--- src/rtl/spi_dopi_pkg.sv ---
// Shared types and command constants for the octal-SPI DTR flash responder.
// Optional ECS flagging in the top is enabled by SPI_DOPI_RESP_ECS_EN.
package spi_dopi_pkg;

    typedef enum logic [2:0] {
        ST_IDLE,
        ST_CMD,
        ST_ADDR,
        ST_DUMMY,
        ST_DATA,
        ST_IGNORE
    } state_t;

    typedef enum logic [1:0] {
        OP_READ,
        OP_RDID,
        OP_RDSR
    } op_t;

    localparam logic [7:0] OPC_8DTRD = 8'hEE;
    localparam logic [7:0] OPC_RDID  = 8'h9F;
    localparam logic [7:0] OPC_RDSR  = 8'h05;
    localparam logic [7:0] RDSR_VAL  = 8'h00;

    // A command is accepted only for a known opcode followed by its complement.
    function automatic logic cmd_ok(input logic [7:0] opc, input logic [7:0] cmp);
        logic known;
        known = (opc == OPC_8DTRD) || (opc == OPC_RDID) || (opc == OPC_RDSR);
        return known && (cmp == ~opc);
    endfunction

    function automatic op_t op_of(input logic [7:0] opc);
        op_t op;
        op = OP_RDSR;
        if (opc == OPC_8DTRD)
            op = OP_READ;
        else if (opc == OPC_RDID)
            op = OP_RDID;
        return op;
    endfunction

endpackage

--- src/rtl/spi_dopi_edge_sync.sv ---
// Two-flop synchronizers for the host bus plus SCLK edge and CS# fall strobes.
// Strobes are one refclk wide and line up with the synchronized data.
module spi_dopi_edge_sync (
    input  logic       refclk,
    input  logic       rst,
    input  logic       sclk,
    input  logic       cs_n,
    input  logic [7:0] dq_i,
    output logic       sclk_rise,
    output logic       sclk_fall,
    output logic       cs_fall,
    output logic       cs_n_s,
    output logic [7:0] dq_s
);

    logic       sclk_m;
    logic       sclk_s;
    logic       sclk_p;
    logic       cs_m;
    logic       cs_p;
    logic [7:0] dq_m;

    // CS# resets to deasserted so release of reset never looks like a select.
    always_ff @(posedge refclk or posedge rst) begin
        if (rst) begin
            sclk_m <= 1'b0;
            sclk_s <= 1'b0;
            sclk_p <= 1'b0;
            cs_m   <= 1'b1;
            cs_n_s <= 1'b1;
            cs_p   <= 1'b1;
            dq_m   <= '0;
            dq_s   <= '0;
        end else begin
            sclk_m <= sclk;
            sclk_s <= sclk_m;
            sclk_p <= sclk_s;
            cs_m   <= cs_n;
            cs_n_s <= cs_m;
            cs_p   <= cs_n_s;
            dq_m   <= dq_i;
            dq_s   <= dq_m;
        end
    end

    assign sclk_rise = sclk_s & ~sclk_p;
    assign sclk_fall = ~sclk_s & sclk_p;
    assign cs_fall   = ~cs_n_s & cs_p;

endmodule

--- src/rtl/spi_dopi_responder.sv ---
// Octal-SPI DTR (DOPI) flash target serving 8DTRD/RDID/RDSR from word memory.
// Define SPI_DOPI_RESP_ECS_EN to add mem_ecc_err input and ecs_n output.
module spi_dopi_responder
    import spi_dopi_pkg::*;
#(
    parameter int          ADDR_W  = 24,
    parameter int          DUMMY   = 20,
    parameter logic [31:0] ID_CODE = 32'hC2803B00
) (
    input  logic              refclk,
    input  logic              rst,
    input  logic              sclk,
    input  logic              cs_n,
    input  logic [7:0]        dq_i,
    output logic [7:0]        dq_o,
    output logic              dq_oe,
    output logic              dqs_o,
    output logic              dqs_oe,
    output logic              mem_re,
    output logic [ADDR_W-2:0] mem_addr,
    input  logic [15:0]       mem_rdata,
    output logic              cmd_err,
    output logic              busy
`ifdef SPI_DOPI_RESP_ECS_EN
    ,
    input  logic              mem_ecc_err,
    output logic              ecs_n
`endif
);

    logic              sclk_rise;
    logic              sclk_fall;
    logic              cs_fall;
    logic              cs_n_s;
    logic [7:0]        dq_s;

    state_t            state_q;
    state_t            state_d;
    op_t               op_q;
    op_t               op_d;
    logic [4:0]        cnt_q;
    logic [4:0]        cnt_d;
    logic [7:0]        opc_q;
    logic [7:0]        opc_d;
    logic [ADDR_W-9:0] asr_q;
    logic [ADDR_W-9:0] asr_d;
    logic [1:0]        bidx_q;
    logic [1:0]        bidx_d;
    logic [15:0]       word_q;
    logic              cap_q;
    logic [ADDR_W-2:0] maddr_d;
    logic [7:0]        dq_d;
    logic              dq_oe_d;
    logic              dqs_d;
    logic              dqs_oe_d;
    logic              re_d;
    logic              err_d;
    logic              data_rise;
    logic              data_fall;
    logic [7:0]        id_byte;
    logic [7:0]        tx_byte;

    spi_dopi_edge_sync u_sync (
        .refclk    (refclk),
        .rst       (rst),
        .sclk      (sclk),
        .cs_n      (cs_n),
        .dq_i      (dq_i),
        .sclk_rise (sclk_rise),
        .sclk_fall (sclk_fall),
        .cs_fall   (cs_fall),
        .cs_n_s    (cs_n_s),
        .dq_s      (dq_s)
    );

    // The rise that ends the dummy phase is itself the first data beat.
    assign data_rise = sclk_rise & ((state_q == ST_DATA) |
                       ((state_q == ST_DUMMY) & (cnt_q == 5'(DUMMY))));
    assign data_fall = sclk_fall & (state_q == ST_DATA);
    assign id_byte   = ID_CODE[{~bidx_q, 3'b000} +: 8];

    always_comb begin
        tx_byte = RDSR_VAL;
        case (op_q)
            OP_READ: tx_byte = sclk_rise ? word_q[7:0] : word_q[15:8];
            OP_RDID: tx_byte = id_byte;
            default: tx_byte = RDSR_VAL;
        endcase
    end

    always_comb begin
        state_d  = state_q;
        op_d     = op_q;
        cnt_d    = cnt_q;
        opc_d    = opc_q;
        asr_d    = asr_q;
        bidx_d   = bidx_q;
        maddr_d  = mem_addr;
        dq_d     = dq_o;
        dqs_d    = dqs_o;
        dq_oe_d  = 1'b0;
        dqs_oe_d = 1'b0;
        re_d     = 1'b0;
        err_d    = 1'b0;
        unique case (state_q)
            ST_IDLE: begin
                if (cs_fall) begin
                    state_d = ST_CMD;
                    cnt_d   = '0;
                    bidx_d  = '0;
                end
            end
            ST_CMD: begin
                if (sclk_rise) begin
                    opc_d = dq_s;
                end else if (sclk_fall) begin
                    if (cmd_ok(opc_q, dq_s)) begin
                        op_d    = op_of(opc_q);
                        state_d = ST_ADDR;
                        cnt_d   = '0;
                    end else begin
                        err_d   = 1'b1;
                        state_d = ST_IGNORE;
                    end
                end
            end
            ST_ADDR: begin
                if (sclk_rise | sclk_fall) begin
                    asr_d = (ADDR_W-8)'({asr_q, dq_s});
                    cnt_d = cnt_q + 5'd1;
                    if (cnt_q == 5'd3) begin
                        state_d = ST_DUMMY;
                        cnt_d   = '0;
                        if (op_q == OP_READ) begin
                            maddr_d = {asr_q, dq_s[7:1]};
                            re_d    = 1'b1;
                        end
                    end
                end
            end
            ST_DUMMY: begin
                dqs_oe_d = 1'b1;
                dqs_d    = 1'b0;
                if (data_rise) begin
                    state_d = ST_DATA;
                    dq_oe_d = 1'b1;
                    dq_d    = tx_byte;
                    dqs_d   = 1'b1;
                    bidx_d  = bidx_q + 2'd1;
                end else if (sclk_rise) begin
                    cnt_d = cnt_q + 5'd1;
                end
            end
            ST_DATA: begin
                dq_oe_d  = 1'b1;
                dqs_oe_d = 1'b1;
                if (data_rise) begin
                    dq_d   = tx_byte;
                    dqs_d  = 1'b1;
                    bidx_d = bidx_q + 2'd1;
                end else if (data_fall) begin
                    dq_d   = tx_byte;
                    dqs_d  = 1'b0;
                    bidx_d = bidx_q + 2'd1;
                    if (op_q == OP_READ) begin
                        maddr_d = mem_addr + (ADDR_W-1)'(1);
                        re_d    = 1'b1;
                    end
                end
            end
            ST_IGNORE: begin
                state_d = ST_IGNORE;
            end
            default: begin
                state_d = ST_IDLE;
            end
        endcase
        if (cs_n_s) begin
            state_d  = ST_IDLE;
            dq_d     = '0;
            dqs_d    = 1'b0;
            dq_oe_d  = 1'b0;
            dqs_oe_d = 1'b0;
            re_d     = 1'b0;
        end
    end

    always_ff @(posedge refclk or posedge rst) begin
        if (rst) begin
            state_q  <= ST_IDLE;
            op_q     <= OP_RDSR;
            cnt_q    <= '0;
            opc_q    <= '0;
            asr_q    <= '0;
            bidx_q   <= '0;
            word_q   <= '0;
            cap_q    <= 1'b0;
            mem_addr <= '0;
            mem_re   <= 1'b0;
            dq_o     <= '0;
            dq_oe    <= 1'b0;
            dqs_o    <= 1'b0;
            dqs_oe   <= 1'b0;
            cmd_err  <= 1'b0;
            busy     <= 1'b0;
        end else begin
            state_q  <= state_d;
            op_q     <= op_d;
            cnt_q    <= cnt_d;
            opc_q    <= opc_d;
            asr_q    <= asr_d;
            bidx_q   <= bidx_d;
            cap_q    <= mem_re;
            if (cap_q)
                word_q <= mem_rdata;
            mem_addr <= maddr_d;
            mem_re   <= re_d;
            dq_o     <= dq_d;
            dq_oe    <= dq_oe_d;
            dqs_o    <= dqs_d;
            dqs_oe   <= dqs_oe_d;
            cmd_err  <= err_d;
            busy     <= (state_d != ST_IDLE);
        end
    end

`ifdef SPI_DOPI_RESP_ECS_EN
    logic ecc_q;

    // The flag follows its word and is shown from the rise that presents it.
    always_ff @(posedge refclk or posedge rst) begin
        if (rst) begin
            ecc_q <= 1'b0;
            ecs_n <= 1'b1;
        end else begin
            if (cap_q)
                ecc_q <= mem_ecc_err;
            if (cs_n_s)
                ecs_n <= 1'b1;
            else if (data_rise)
                ecs_n <= ~(ecc_q & (op_q == OP_READ));
        end
    end
`endif

endmodule
--- config.mk ---
export PLATFORM = sky130hd
export DESIGN_NAME = spi_dopi_responder
export DESIGN_NICKNAME = d
export VERILOG_FILES = /design/src/rtl/spi_dopi_pkg.sv /design/src/rtl/spi_dopi_edge_sync.sv /design/src/rtl/spi_dopi_responder.sv
export SDC_FILE = /design/constraint.sdc
export NUM_CORES = 1
export LEC_CHECK = 0
export BUFFER_PORTS_ARGS = -buffer_cell sky130_fd_sc_hd__buf_4
export CAP_MARGIN = 30
export CORE_MARGIN = 2
export CORE_UTILIZATION = 25
export CTS_CLUSTER_DIAMETER = 150
export DETAILED_ROUTE_END_ITERATION = 10
export SKIP_LAST_GASP = 1
export SYNTH_ARGS = -nofsm -noshare
export SYNTH_HDL_FRONTEND = slang
export SYNTH_HIERARCHICAL = 1
export SYNTH_SLANG_ARGS = --single-unit
--- constraint.sdc ---
create_clock -name refclk -period 7.4 [get_ports refclk]
set_clock_uncertainty 0.1 [all_clocks]
set_input_delay 0.74 -clock refclk [delete_from_list [all_inputs] [get_ports refclk]]
set_output_delay 0.74 -clock refclk [all_outputs]
set_load 0.03 [all_outputs]
==> impl_metrics.yaml <==
die:
  core_um2: 20200
  floorplan.initialDensity_pct: 25.4
  die_height_um: 147
  die_area_um2: 21700
  rows: 52
  dieWidth_um: 147
  io_pins: 65
clock_tree:
  cts_hold_buf: 0
  htree_levels: 3
  cts_sinks: 112
  post_cts_buffers: 0
  clk_latency_ps: 350
  cts.repair.resized: 0
  clk_path_buf_depth: 2
  clk_pin_slew_worst_paths_ps: 70
  cts_tree: "built"
  cts.root.buffer_cell: "clkbuf_16"
  cts_buffers: 9
placed_design:
  gp_congestion: 0.783
  hpwl_um: 8480
  io_buffers: 64
  dp.cells: 788
cells_and_area:
  multiInputGateArea_um2: 2180
  nNetsFinal: 562
  fillers: 2131
  final-seq-area_um2: 2810
  antenna_cells: 0
  syn_to_final_growth_pct: 21.3
  fin_cells: 803
  layout-drive-gt1-share_pct: 28.1
setup_path:
  worst-endpoint-required_ps: 7590
  r2r_setup_slack_ps: 4770
  cp_num_buf_inv: 0
  critPathArrivalTime_ps: 2810
  setup.worst_path.end_class: "register"
  reg2reg_depth: 6
  critPathMaxStageDelay_ps: 510
  slowest_stage: "or4_4"
  critPathKind: "register to register"
  worst_r2r_endpoint: "mem_addr[0]"
  crit_path_max_fanout: 12
  timing.rr.start: "cnt_q[1]"
  critPathLaunchType: "register"
  cp_cell_sequence: "ha_1 -> or4b_4 -> o32a_4 -> or4_4 -> or3_1 -> nand3_1"
  crit_start: "cnt_q[1]"
  critPathTopFamily: "simple AND/OR/NAND/NOR gates"
  cp.depth: 6
yosys:
  synth_flop_cell: "dfrtp_1"
  ys_seq_elements: 112
  synth_xor_area_share_pct: 1.37
  synthCells: 472
  async_flop_share_pct: 100
  synth_edf_count: 0
  synth_area_um2: 5130
  synth_simple_gate_area_share_pct: 14.2
  synth-adder-area-share_pct: 1.22
  synth_seq_area_share_pct: 54.7
  ys_top_cells_by_count: "108 x dfrtp_1, 47 x mux2_2, 42 x a21oi_1"
  syn_nets: 505
  synth.area.top_cells: "dfrtp_1 53%, mux2_2 10%, a21oi_1 4.1%"
  synth_top_family_by_area: "compound AO/OA/AOI/OAI gates"
  yosysMostFrequentCell: "dfrtp_1"
  synthMuxAreaShare_pct: 11.3
  syn_area_per_cell_um2: 10.9
  ys_types: 50
  synth_top_area_share_pct: 52.7
  synth_compound_area_share_pct: 14.2
  yosys.area.top_type: "dfrtp_1"
  ys_warn_count: 6
drt:
  wl_per_cell_um: 14.9
  first_iter_violations: 275
  wirelength_um: 12000
  drc: 0
  dr.pass1.iters: 4
  via_per_inst: 4.69
  vias: 3770
  ant_nets: 0
timing:
  hold_viol: 0
  rsz0062_at_grt: "no"
  period_needed_ps: 2630
  relSlewSlack_pct: 45.3
  fin_crit_sh_pct: 35.5
  setup_viol: 0
  finalMaxSlewViolations: 0
  worstMarginPinSlew_ps: 819
  timing.fmax_mhz: 381
  finalSetupTns_ps: 0
grt:
  grt_remaining_overflow: 0
  grt_max_degree: 64
  antenna_found_initial: 0
  grt_pass1_wl_um: 19900
  grt_pass1_vias: 3726
  track_usage_pct: 11.5
hold_path:
  hp-start: "u_sync/dq_m[0]"
  hold_class: "register to register"
  min_to: "u_sync/dq_s[0]"
  holdPathStages: 0
power_and_ir_drop:
  p_leak_uw: 0.00273
  pwr_density_cell_nw_per_um2: 230
  peakVddDrop_mv: 0.122
run:
  drv_cap: 0
run_status:
  status: "complete, no violations"
## per-stage QoR
stage / util [%] / setup slack (ps) / hold WS (ps) / cell area, um2 / power, uW
floorplan: - / 4230 / 231 / 5130 / 854
global placement: 29.3 / 4810 / 231 / 5920 / 939
detailed placement: 29.3 / 4790 / 236 / 5920 / 943
CTS: 30.9 / 4770 / 251 / 6220 / 1450
global route: 30.9 / 4680 / 258 / 6220 / 1500
finish: 30.9 / 4770 / 251 / 6220 / 1430
## power breakdown
group          switching (uW)  internal, uW
registers                60.9           663
clock network             213           289
logic                     113          90.1
total                     387          1040
## flip-flops by register name (all words and copies together), names as in the netlist, 2 cells and up
| signal | cells |
|---|---|
| state_q | 3 |
| u_sync/dq_s | 8 |
| cnt_q | 5 |
| mem_addr | 23 |
| bidx_q | 2 |
| u_sync/dq_m | 8 |
| dq_o | 8 |
| word_q | 16 |
| asr_q | 16 |
| op_q | 2 |
| opc_q | 8 |
## layout make-up
class	instances	share of cell area, %
inverter	16	0.985
sequential	112	45.1
tap	270	5.43
multi-input combinational	319	35.0
clock buffer	13	4.34
timing repair buffer	71	8.56
clock inverter	2	0.603
## cell usage in the layout, fill, tap and decap left out, types with 2 or more instances in the layout
| master | n |
|---|---|
| ha_1 | 5 |
| nand2b_1 | 6 |
| o41ai_1 | 3 |
| and2_1 | 2 |
| o32ai_1 | 3 |
| o2bb2ai_1 | 3 |
| o22ai_1 | 12 |
| a31oi_1 | 5 |
| o31ai_1 | 2 |
| a2111oi_0 | 3 |
| clkbuf_16 | 9 |
| and4_1 | 4 |
| xor2_1 | 8 |
| or3_1 | 4 |
| dfrtp_1 | 108 |
| nor2_1 | 17 |
| nor3_1 | 11 |
| clkbuf_8 | 3 |
| nand2_1 | 38 |
| mux2i_1 | 5 |
| inv_1 | 15 |
| dfstp_2 | 4 |
| nand4_1 | 9 |
| and3_1 | 6 |
| nor2b_1 | 7 |
| a22oi_1 | 3 |
| a21oi_1 | 42 |
| mux2_2 | 47 |
| o21ai_0 | 35 |
| nand3_1 | 17 |
| buf_4 | 71 |
| and4bb_2 | 3 |
## per-layer routing
metal	global-route usage (%)	vias up	part of all wire, %
met2	17.1	87	44
met4	4.52	0	1.8
met3	2.73	13	4.7
met1	16.2	1843	49
met5	0	-	0
li1	-	1827	-
## worst max path at each step
stage,endpoint,slack [ps]
6_report,mem_addr[0],4770
5_1_grt,mem_addr[0],4680
4_1_cts,mem_addr[0],4770
2_1_floorplan,asr_q[0],4230
3_5_place_dp,mem_addr[0],4790
3_3_place_gp,mem_addr[0],4810
## cells by family (layout without fill, tap and decap cells)
family / count (synthesis) / count (layout)
and+or+nand+nor: 134 / 134
AOI/OAI and AO/OA: 120 / 120
DFF: 112 / 112
muxes: 52 / 52
buffers and inverters: 41 / 102
xor gates and xnor gates: 8 / 8
adders and majority gates: 5 / 5
Note: power is estimated with default switching activity, not from simulation.
